===== config.mk =====
export PLATFORM = sky130hd
export DESIGN_NAME = uart_tx_periph
export DESIGN_NICKNAME = d
export VERILOG_FILES = /design/src/rtl/uart_tx_periph.sv
export SDC_FILE = /design/constraint.sdc
export NUM_CORES = 1
export LEC_CHECK = 0
export CORE_ASPECT_RATIO = 2
export CORE_MARGIN = 10
export CORE_UTILIZATION = 39
export CTS_CLUSTER_SIZE = 16
export DETAILED_ROUTE_END_ITERATION = 10
export PLACE_DENSITY_LB_ADDON = 0.15
export SYNTH_ARGS = -nofsm -noshare
export SYNTH_HDL_FRONTEND = slang
export SYNTH_SLANG_ARGS = --single-unit
export TNS_END_PERCENT = 10

===== constraint.sdc =====
create_clock -name clk_i -period 3.3 [get_ports clk_i]
set_clock_uncertainty 0.2 [all_clocks]
set_input_delay 0.66 -clock clk_i [delete_from_list [all_inputs] [get_ports clk_i]]
set_output_delay 0.66 -clock clk_i [all_outputs]
set_load 0.03 [all_outputs]

===== src/rtl/uart_tx_periph.sv =====
// Memory-mapped 8N1 UART transmitter for the 65C02 bus: a byte FIFO written by the CPU,
// drained by a serializer at a programmable bit period (divisor+1 clocks per bit).
module uart_tx_periph #(
    parameter int unsigned DEPTH     = 8,
    parameter logic [15:0] DIV_RESET = 16'd60
) (
    input  logic       clk_i,
    input  logic       rst_i,
    input  logic       en_i,
    input  logic       we_i,
    input  logic [1:0] addr_i,
    input  logic [7:0] din_i,
    output logic [7:0] dout_o,
    output logic       tx_o,
    output logic       irq_o
);

    localparam int unsigned PTR_W = $clog2(DEPTH);
    localparam int unsigned CNT_W = PTR_W + 1;

    typedef enum logic [1:0] {
        ST_IDLE,
        ST_START,
        ST_DATA,
        ST_STOP
    } state_t;

    logic [7:0]       fifo_mem [DEPTH];
    logic [PTR_W-1:0] wr_ptr;
    logic [PTR_W-1:0] rd_ptr;
    logic [CNT_W-1:0] count;

    state_t      state;
    logic [7:0]  shreg;
    logic [15:0] bit_cnt;
    logic [2:0]  bit_idx;
    logic [15:0] divisor;
    logic        ovr;

    logic       fifo_empty;
    logic       fifo_full;
    logic       pop;
    logic       push_req;
    logic       push_ok;
    logic       drop;
    logic       busy;
    logic [4:0] count_ext;
    logic [3:0] count_sat;
    logic [7:0] status;

    assign fifo_empty = (count == '0);
    assign fifo_full  = (count == CNT_W'(DEPTH));
    assign pop        = (state == ST_IDLE) && !fifo_empty;
    assign push_req   = en_i && we_i && (addr_i == 2'd0);
    // A full FIFO still accepts a byte when the serializer pops in the same cycle
    assign push_ok    = push_req && (!fifo_full || pop);
    assign drop       = push_req && !push_ok;
    assign busy       = (state != ST_IDLE) || !fifo_empty;
    assign count_ext  = 5'(count);
    assign count_sat  = (count_ext > 5'd15) ? 4'hF : count_ext[3:0];
    assign status     = {count_sat, ovr, busy, fifo_empty, fifo_full};

    // FIFO pointers and occupancy
    always_ff @(posedge clk_i) begin
        if (rst_i) begin
            wr_ptr <= '0;
            rd_ptr <= '0;
            count  <= '0;
        end else begin
            if (push_ok) wr_ptr <= wr_ptr + PTR_W'(1);
            if (pop)     rd_ptr <= rd_ptr + PTR_W'(1);
            count <= count + CNT_W'(push_ok) - CNT_W'(pop);
        end
    end

    always_ff @(posedge clk_i) begin
        if (!rst_i && push_ok) fifo_mem[wr_ptr] <= din_i;
    end

    // CPU-visible registers and registered read data
    always_ff @(posedge clk_i) begin
        if (rst_i) begin
            divisor <= DIV_RESET;
            ovr     <= 1'b0;
            dout_o  <= 8'h00;
        end else begin
            if (en_i && we_i) begin
                case (addr_i)
                    2'd1:    if (din_i[3]) ovr <= 1'b0;
                    2'd2:    divisor[7:0]  <= din_i;
                    2'd3:    divisor[15:8] <= din_i;
                    default: ;
                endcase
            end
            if (drop) ovr <= 1'b1;
            if (en_i && !we_i) begin
                case (addr_i)
                    2'd0:    dout_o <= 8'h00;
                    2'd1:    dout_o <= status;
                    2'd2:    dout_o <= divisor[7:0];
                    default: dout_o <= divisor[15:8];
                endcase
            end
        end
    end

    // Serializer; the divisor is reloaded at the start of every bit
    always_ff @(posedge clk_i) begin
        if (rst_i) begin
            state   <= ST_IDLE;
            tx_o    <= 1'b1;
            irq_o   <= 1'b0;
            shreg   <= 8'h00;
            bit_cnt <= 16'd0;
            bit_idx <= 3'd0;
        end else begin
            irq_o <= (state == ST_IDLE) && fifo_empty;
            case (state)
                ST_IDLE: begin
                    tx_o <= 1'b1;
                    if (!fifo_empty) begin
                        shreg   <= fifo_mem[rd_ptr];
                        bit_cnt <= divisor;
                        tx_o    <= 1'b0;
                        state   <= ST_START;
                    end
                end
                ST_START: begin
                    if (bit_cnt == 16'd0) begin
                        bit_cnt <= divisor;
                        bit_idx <= 3'd0;
                        tx_o    <= shreg[0];
                        state   <= ST_DATA;
                    end else begin
                        bit_cnt <= bit_cnt - 16'd1;
                    end
                end
                ST_DATA: begin
                    if (bit_cnt == 16'd0) begin
                        bit_cnt <= divisor;
                        if (bit_idx == 3'd7) begin
                            tx_o  <= 1'b1;
                            state <= ST_STOP;
                        end else begin
                            bit_idx <= bit_idx + 3'd1;
                            shreg   <= {1'b0, shreg[7:1]};
                            tx_o    <= shreg[1];
                        end
                    end else begin
                        bit_cnt <= bit_cnt - 16'd1;
                    end
                end
                ST_STOP: begin
                    if (bit_cnt == 16'd0) state <= ST_IDLE;
                    else                  bit_cnt <= bit_cnt - 16'd1;
                end
                default: state <= ST_IDLE;
            endcase
        end
    end

endmodule


== Word level (Yosys, flattened, before mapping) ==
Memory sizes are Yosys's and may differ from the RTL's. A register that Yosys moved wholly into a read port is not among the register bits.
Cells that the tools add are included.

* Multiplexer cells: 33
* Add/sub/neg operators: 6
* Reductions and logical operators: 35
* Order comparisons: 1
* Equal/unequal tests: 15

{| class="wikitable"
|+ Operators with widths
! operator !! number
|-
| 16-bit 2-to-1 mux || 3
|-
| 16-bit case mux with 3 select lines || 1
|-
| 8-bit 2-to-1 mux || 3
|-
| 8-bit case mux with 3 select lines || 1
|-
| 16-bit zero test || 1
|-
| 8-bit case mux with 2 select lines || 1
|-
| 16-bit by 1-bit subtractor with 16-bit output, second input constant || 1
|-
| 3-bit 2-to-1 mux || 5
|-
| 2-bit != test, second input constant || 7
|-
| 2-bit nonzero test || 6
|-
| 1-bit 2-to-1 mux || 10
|-
| 2-bit 2-to-1 mux || 5
|-
| 3-bit by 1-bit adder with 3-bit output, second input constant || 3
|-
| 2-bit == test, second input constant || 4
|-
| 1-bit logical AND || 8
|-
| 2-bit case mux with 4 select lines || 1
|-
| 4-bit AND reduction || 2
|-
| 3-bit case mux with 2 select lines || 1
|-
| 2-bit AND reduction || 3
|-
| 3-bit AND reduction || 2
|-
| 1-bit zero test || 5
|-
| 5-bit AND reduction || 1
|-
| 4-bit by 1-bit adder with 4-bit output || 1
|-
| 2-bit by 1-bit == test with 1-bit output, second input constant || 2
|-
| other kinds (11) || 13
|}

* Bits in writable memories: 64
* Memories: 1
* Flip-flop bits (word level): 66
* Input bits: 14

{| class="wikitable"
|+ Memories
! memory !! words !! width !! rd ports !! clocked after Yosys merged registers in !! write ports !! RTL line !! RTL
|-
| fifo_mem || 8 || 8 || 1 || 1 || 1 || 28 || <nowiki>logic [7:0] fifo_mem [DEPTH];</nowiki>
|}

== Longest topological paths before layout ==
* Depth after elaboration: 9
* Depth in mapped cells: 13
* Mapped depth without buffers: 12

== Least setup slack after synthesis ==
OpenSTA, ideal clock, no wires.

* Path kind: input port to flip-flop
* From: in addr_i[1]
* To: mem fifo_mem[0][0], enable pin
* Data required time: 2,717 ps
* Path buffers: 2
* Stages: 5
* Library setup time: 383 ps
* Data arrival time: 2,488 ps
* Path slack: 228 ps
* Cell sequence: clkbuf_1 -> or4_1 -> clkbuf_1 -> or3_1 -> nor3_1

* Longest elaborated chain between the ends: 6

{| class="wikitable"
|+ Ends and longest elaborated chain
! item !! RTL line !! RTL
|-
| start: declaration || 11 || <nowiki>input logic [1:0] addr_i,</nowiki>
|-
| 2-bit zero test || 54 || <nowiki>assign push_req = en_i && we_i && (addr_i == 2'd0);</nowiki>
|-
| 1-bit logical AND || 54 ||
|-
| 1-bit logical AND || 56 || <nowiki>assign push_ok = push_req && (!fifo_full || pop);</nowiki>
|-
| 1-bit logical AND || 77 || <nowiki>if (!rst_i && push_ok) fifo_mem[wr_ptr] <= din_i;</nowiki>
|-
| 1-bit 2-to-1 mux || 77 ||
|-
| 1-bit 2-to-1 mux (not written as such) || 77 ||
|-
| end: declaration || 28 ||
|}

Every way passes these cells.

== Worst setup path in the final report ==
* From: reg state[0]
* To: reg count[2]

* Longest elaborated chain between the ends: 6

{| class="wikitable"
|+ Ends and longest elaborated chain
! item !! RTL line !! RTL
|-
| start: declaration || 33 || <nowiki>state_t state;</nowiki>
|-
| start signal: assignment || 110 || <nowiki>state <= ST_IDLE;</nowiki>
|-
| start signal: assignment || 125 || <nowiki>state <= ST_START;</nowiki>
|-
| start signal: assignment || 133 || <nowiki>state <= ST_DATA;</nowiki>
|-
| 2-bit zero test (*) || 53 || <nowiki>assign pop = (state == ST_IDLE) && !fifo_empty;</nowiki>
|-
| 1-bit logical AND (*) || 53 ||
|-
| 1-bit logical OR || 56 ||
|-
| 1-bit logical AND || 56 ||
|-
| 4-bit by 1-bit adder with 4-bit output || 72 || <nowiki>count <= count + CNT_W'(push_ok) - CNT_W'(pop);</nowiki>
|-
| 4-bit by 1-bit subtractor with 4-bit output (*) || 72 ||
|-
| end signal: assignment || 72 ||
|-
| end: declaration || 31 || <nowiki>logic [CNT_W-1:0] count;</nowiki>
|}

Mark *: on every way between the ends. The rest lies on a longest branch, timed or not.
A chain may end at the register's enable or synchronous reset.

==> metrics <==
status=complete, no violations; Num CTS Buffers=17; Worst Path Arrival=3.09 ns; RSZ-0062 raised after global routing=false; largest net degree at the start of global routing=37; CP required=3.39 ns; Critical R2R Launch=state[0]; vias in the first global route=4499; # diodes=0; num ports=24; Crit Path Max Fanout=4; post-CTS setup buffer count=0; initial antenna violation count=0; Leak=2.49 nW; Clock Sinks=133; dpl cell area=0.00642 mm²; CTS Hold Buffers Added=0; 1st-pass router iterations=4; fmax=0.333 GHz; Root Driver=clkbuf_16; Bufs on Longest Clock Path=2; Core Area=0.0148 mm²; post-synthesis sequential area ratio=0.559; R2R setup slack=0.30 ns; synthesized area=0.00591 mm²; VDD IR max=0.477 mV; EDFF count, synth=64; fin. max-slew vios=0; total power=5.56 mW; nature of the critical path startpoint=flip-flop; Netlist cell types=56; Worst Tran Pin Value=0.760 ns; layout cells sized above 1=0.138; Critical Path Start=state[0]; gr ovfl total=0; hold path depth=2; asr flop ratio synth=0; Antenna Violating Nets Remaining=0; routed len/inst=19.3 µm; final hold viol count=0; Resized cells post-CTS=0; commonest cells in the synthesized netlist=nand2_1 (71), dfxtp_1 (69), edfxtp_1 (64), nor2_1 (64), a21oi_1 (38); Crit Path Class=flip-flop to flip-flop; Worst R2R Path Depth=12; crit path capture=count[2]; Placer Congestion=0.861; Syn Nets=579; Finished Cell Area=0.00697 mm²; final setup TNS=0 ns; NumNets Final=615; worst r2r dst=count[2]; Yosys Warn Count=0; top post-synthesis cells by area=edfxtp_1 (33%), dfxtp_1 (23%), mux4_2 (6.1%), nand2_1 (4.5%), nor2_1 (4.1%); top-count cell post-synth=nand2_1; first-pass GRT wire length=24.3 mm; Initial Util=0.399; Port Buffers=23; critical path capture point type=flip-flop; post-route clock period utilization=0.909; routed vias/inst=5.39; hpwl dp=11.1 mm; worst-skew pair later-pin latency=0.42 ns; Seq cells post-synth=133; drc violations=0; Area growth syn-to-layout=18.0%; DR vias=4266; Post-Synthesis Cells=547; Die X=107 µm; Yosys top cell by area=edfxtp_1; max_cap viols=0; Mean Syn Cell Area=10.8 µm²; Post-Route WL=15.2 mm; gr usage total=0.152; Die Footprint=0.0208 mm²; H-Tree Depth=4; share of the synthesized area in the top cell type=0.325; FILL cells=1472; min-delay worst type=flip-flop to flip-flop; Final setup viols=0; Min Clock Period, post-route=3.00 ns; P per Cell Area=797 mW/mm²; Primary FF master, synth=dfxtp_1; clk slew on worst S/H paths=0.07 ns; CTS tree=yes; Iteration-0 DRC Markers=194; Die H=194 µm; row count=63; Relative slew margins=0.493
[sequential cells by signal, indices dropped and copies added (netlist names), named ones only]
signal    cells
fifo_mem     64
bit_cnt      16
divisor      16
dout_o        8
shreg         8
count         4
bit_idx       3
rd_ptr        3
wr_ptr        3
state         2
irq_o         1
ovr           1
tx_o          1
[worst min-delay path by stage]
| stage | slack (ns) | to | from |
|---|---|---|---|
| final | 0.26 | shreg[5] | shreg[5] |
| after global routing | 0.29 | shreg[3] | shreg[3] |
| after CTS | 0.26 | shreg[5] | shreg[5] |
| after detailed placement | 0.24 | shreg[5] | shreg[5] |
| after global placement | 0.24 | shreg[5] | shreg[5] |
| after floorplan | 0.22 | shreg[0] | shreg[0] |
[layout by cell type, fill, tap and decap left out, types with 3 or more instances in the layout]
cell type	n
a21o_1	3
clkinvlp_4	3
nand4_1	5
ha_1	17
nand2b_1	10
clkbuf_16	17
inv_1	18
nand3_1	13
buf_4	22
and3_1	3
xor2_1	4
nor4_1	3
a32oi_1	4
a21oi_1	38
clkdlybuf4s50_1	22
nor3_1	11
nor2b_1	4
a22oi_1	12
nor2_1	64
edfxtp_1	64
inv_6	7
a211oi_1	9
mux4_2	16
inv_8	3
o21ai_0	32
nand2_1	71
dfxtp_1	69
mux2i_1	11
[routing by layer]
layer | track usage | wire length [µm] | share of wire
met2 | 0.281 | 8570 | 0.56
met3 | 0.0300 | 381 | 0.025
met5 | 0 | 0 | 0
met4 | 0.0784 | 604 | 0.040
met1 | 0.151 | 5680 | 0.37
[stage by stage]
step	setup slack, ns	instances	util	hold slack, ns
floorplan	0.228	547	-	0.225
global placement	0.127	759	0.433	0.236
detailed placement	0.0585	759	0.433	0.244
CTS	0.254	791	0.471	0.260
global route	0.110	791	0.471	0.292
finish	0.299	791	0.471	0.256
[layout make-up]
class | instances | area [µm²] | share of cell area
multi-input combinational | 368 | 2410 | 0.346
tap | 195 | 244 | 0.0350
inverter | 18 | 67.6 | 0.00969
sequential | 133 | 3300 | 0.474
clock inverter | 15 | 131 | 0.0188
timing repair buffer | 45 | 390 | 0.0560
clock buffer | 17 | 425 | 0.0610
[report_power, final]
group | total (mW) | leakage (nW) | switching (mW) | internal [mW]
clock network | 1.79 | 0.264 | 0.797 | 0.990
registers | 2.06 | 1.14 | 0.179 | 1.88
logic | 1.72 | 1.09 | 1.03 | 0.689
total | 5.56 | 2.49 | 2.00 | 3.56
[critical path, stage by stage (launching register included)]
cell and delay [ns]:
dfxtp_1 0.35, inv_1 0.12, ha_1 0.26, nand2b_1 0.07, and3_1 0.19, or4_1 0.53, ha_1 0.30, inv_1 0.06
ha_1 0.16, inv_1 0.06, fa_1 0.37, xor2_1 0.14, nor2_1 0.05
[logic make-up after synthesis]
kind of cell             synth area share
adder cells (fa/ha/maj)            0.0394
flip-flops                          0.559
multiplexers                       0.0834
buffers and inverters              0.0326
AO/OA/AOI/OAI                       0.120
XOR/XNOR                          0.00889
AND/OR/NAND/NOR                     0.157
Note: power is estimated with default switching activity, not from simulation.
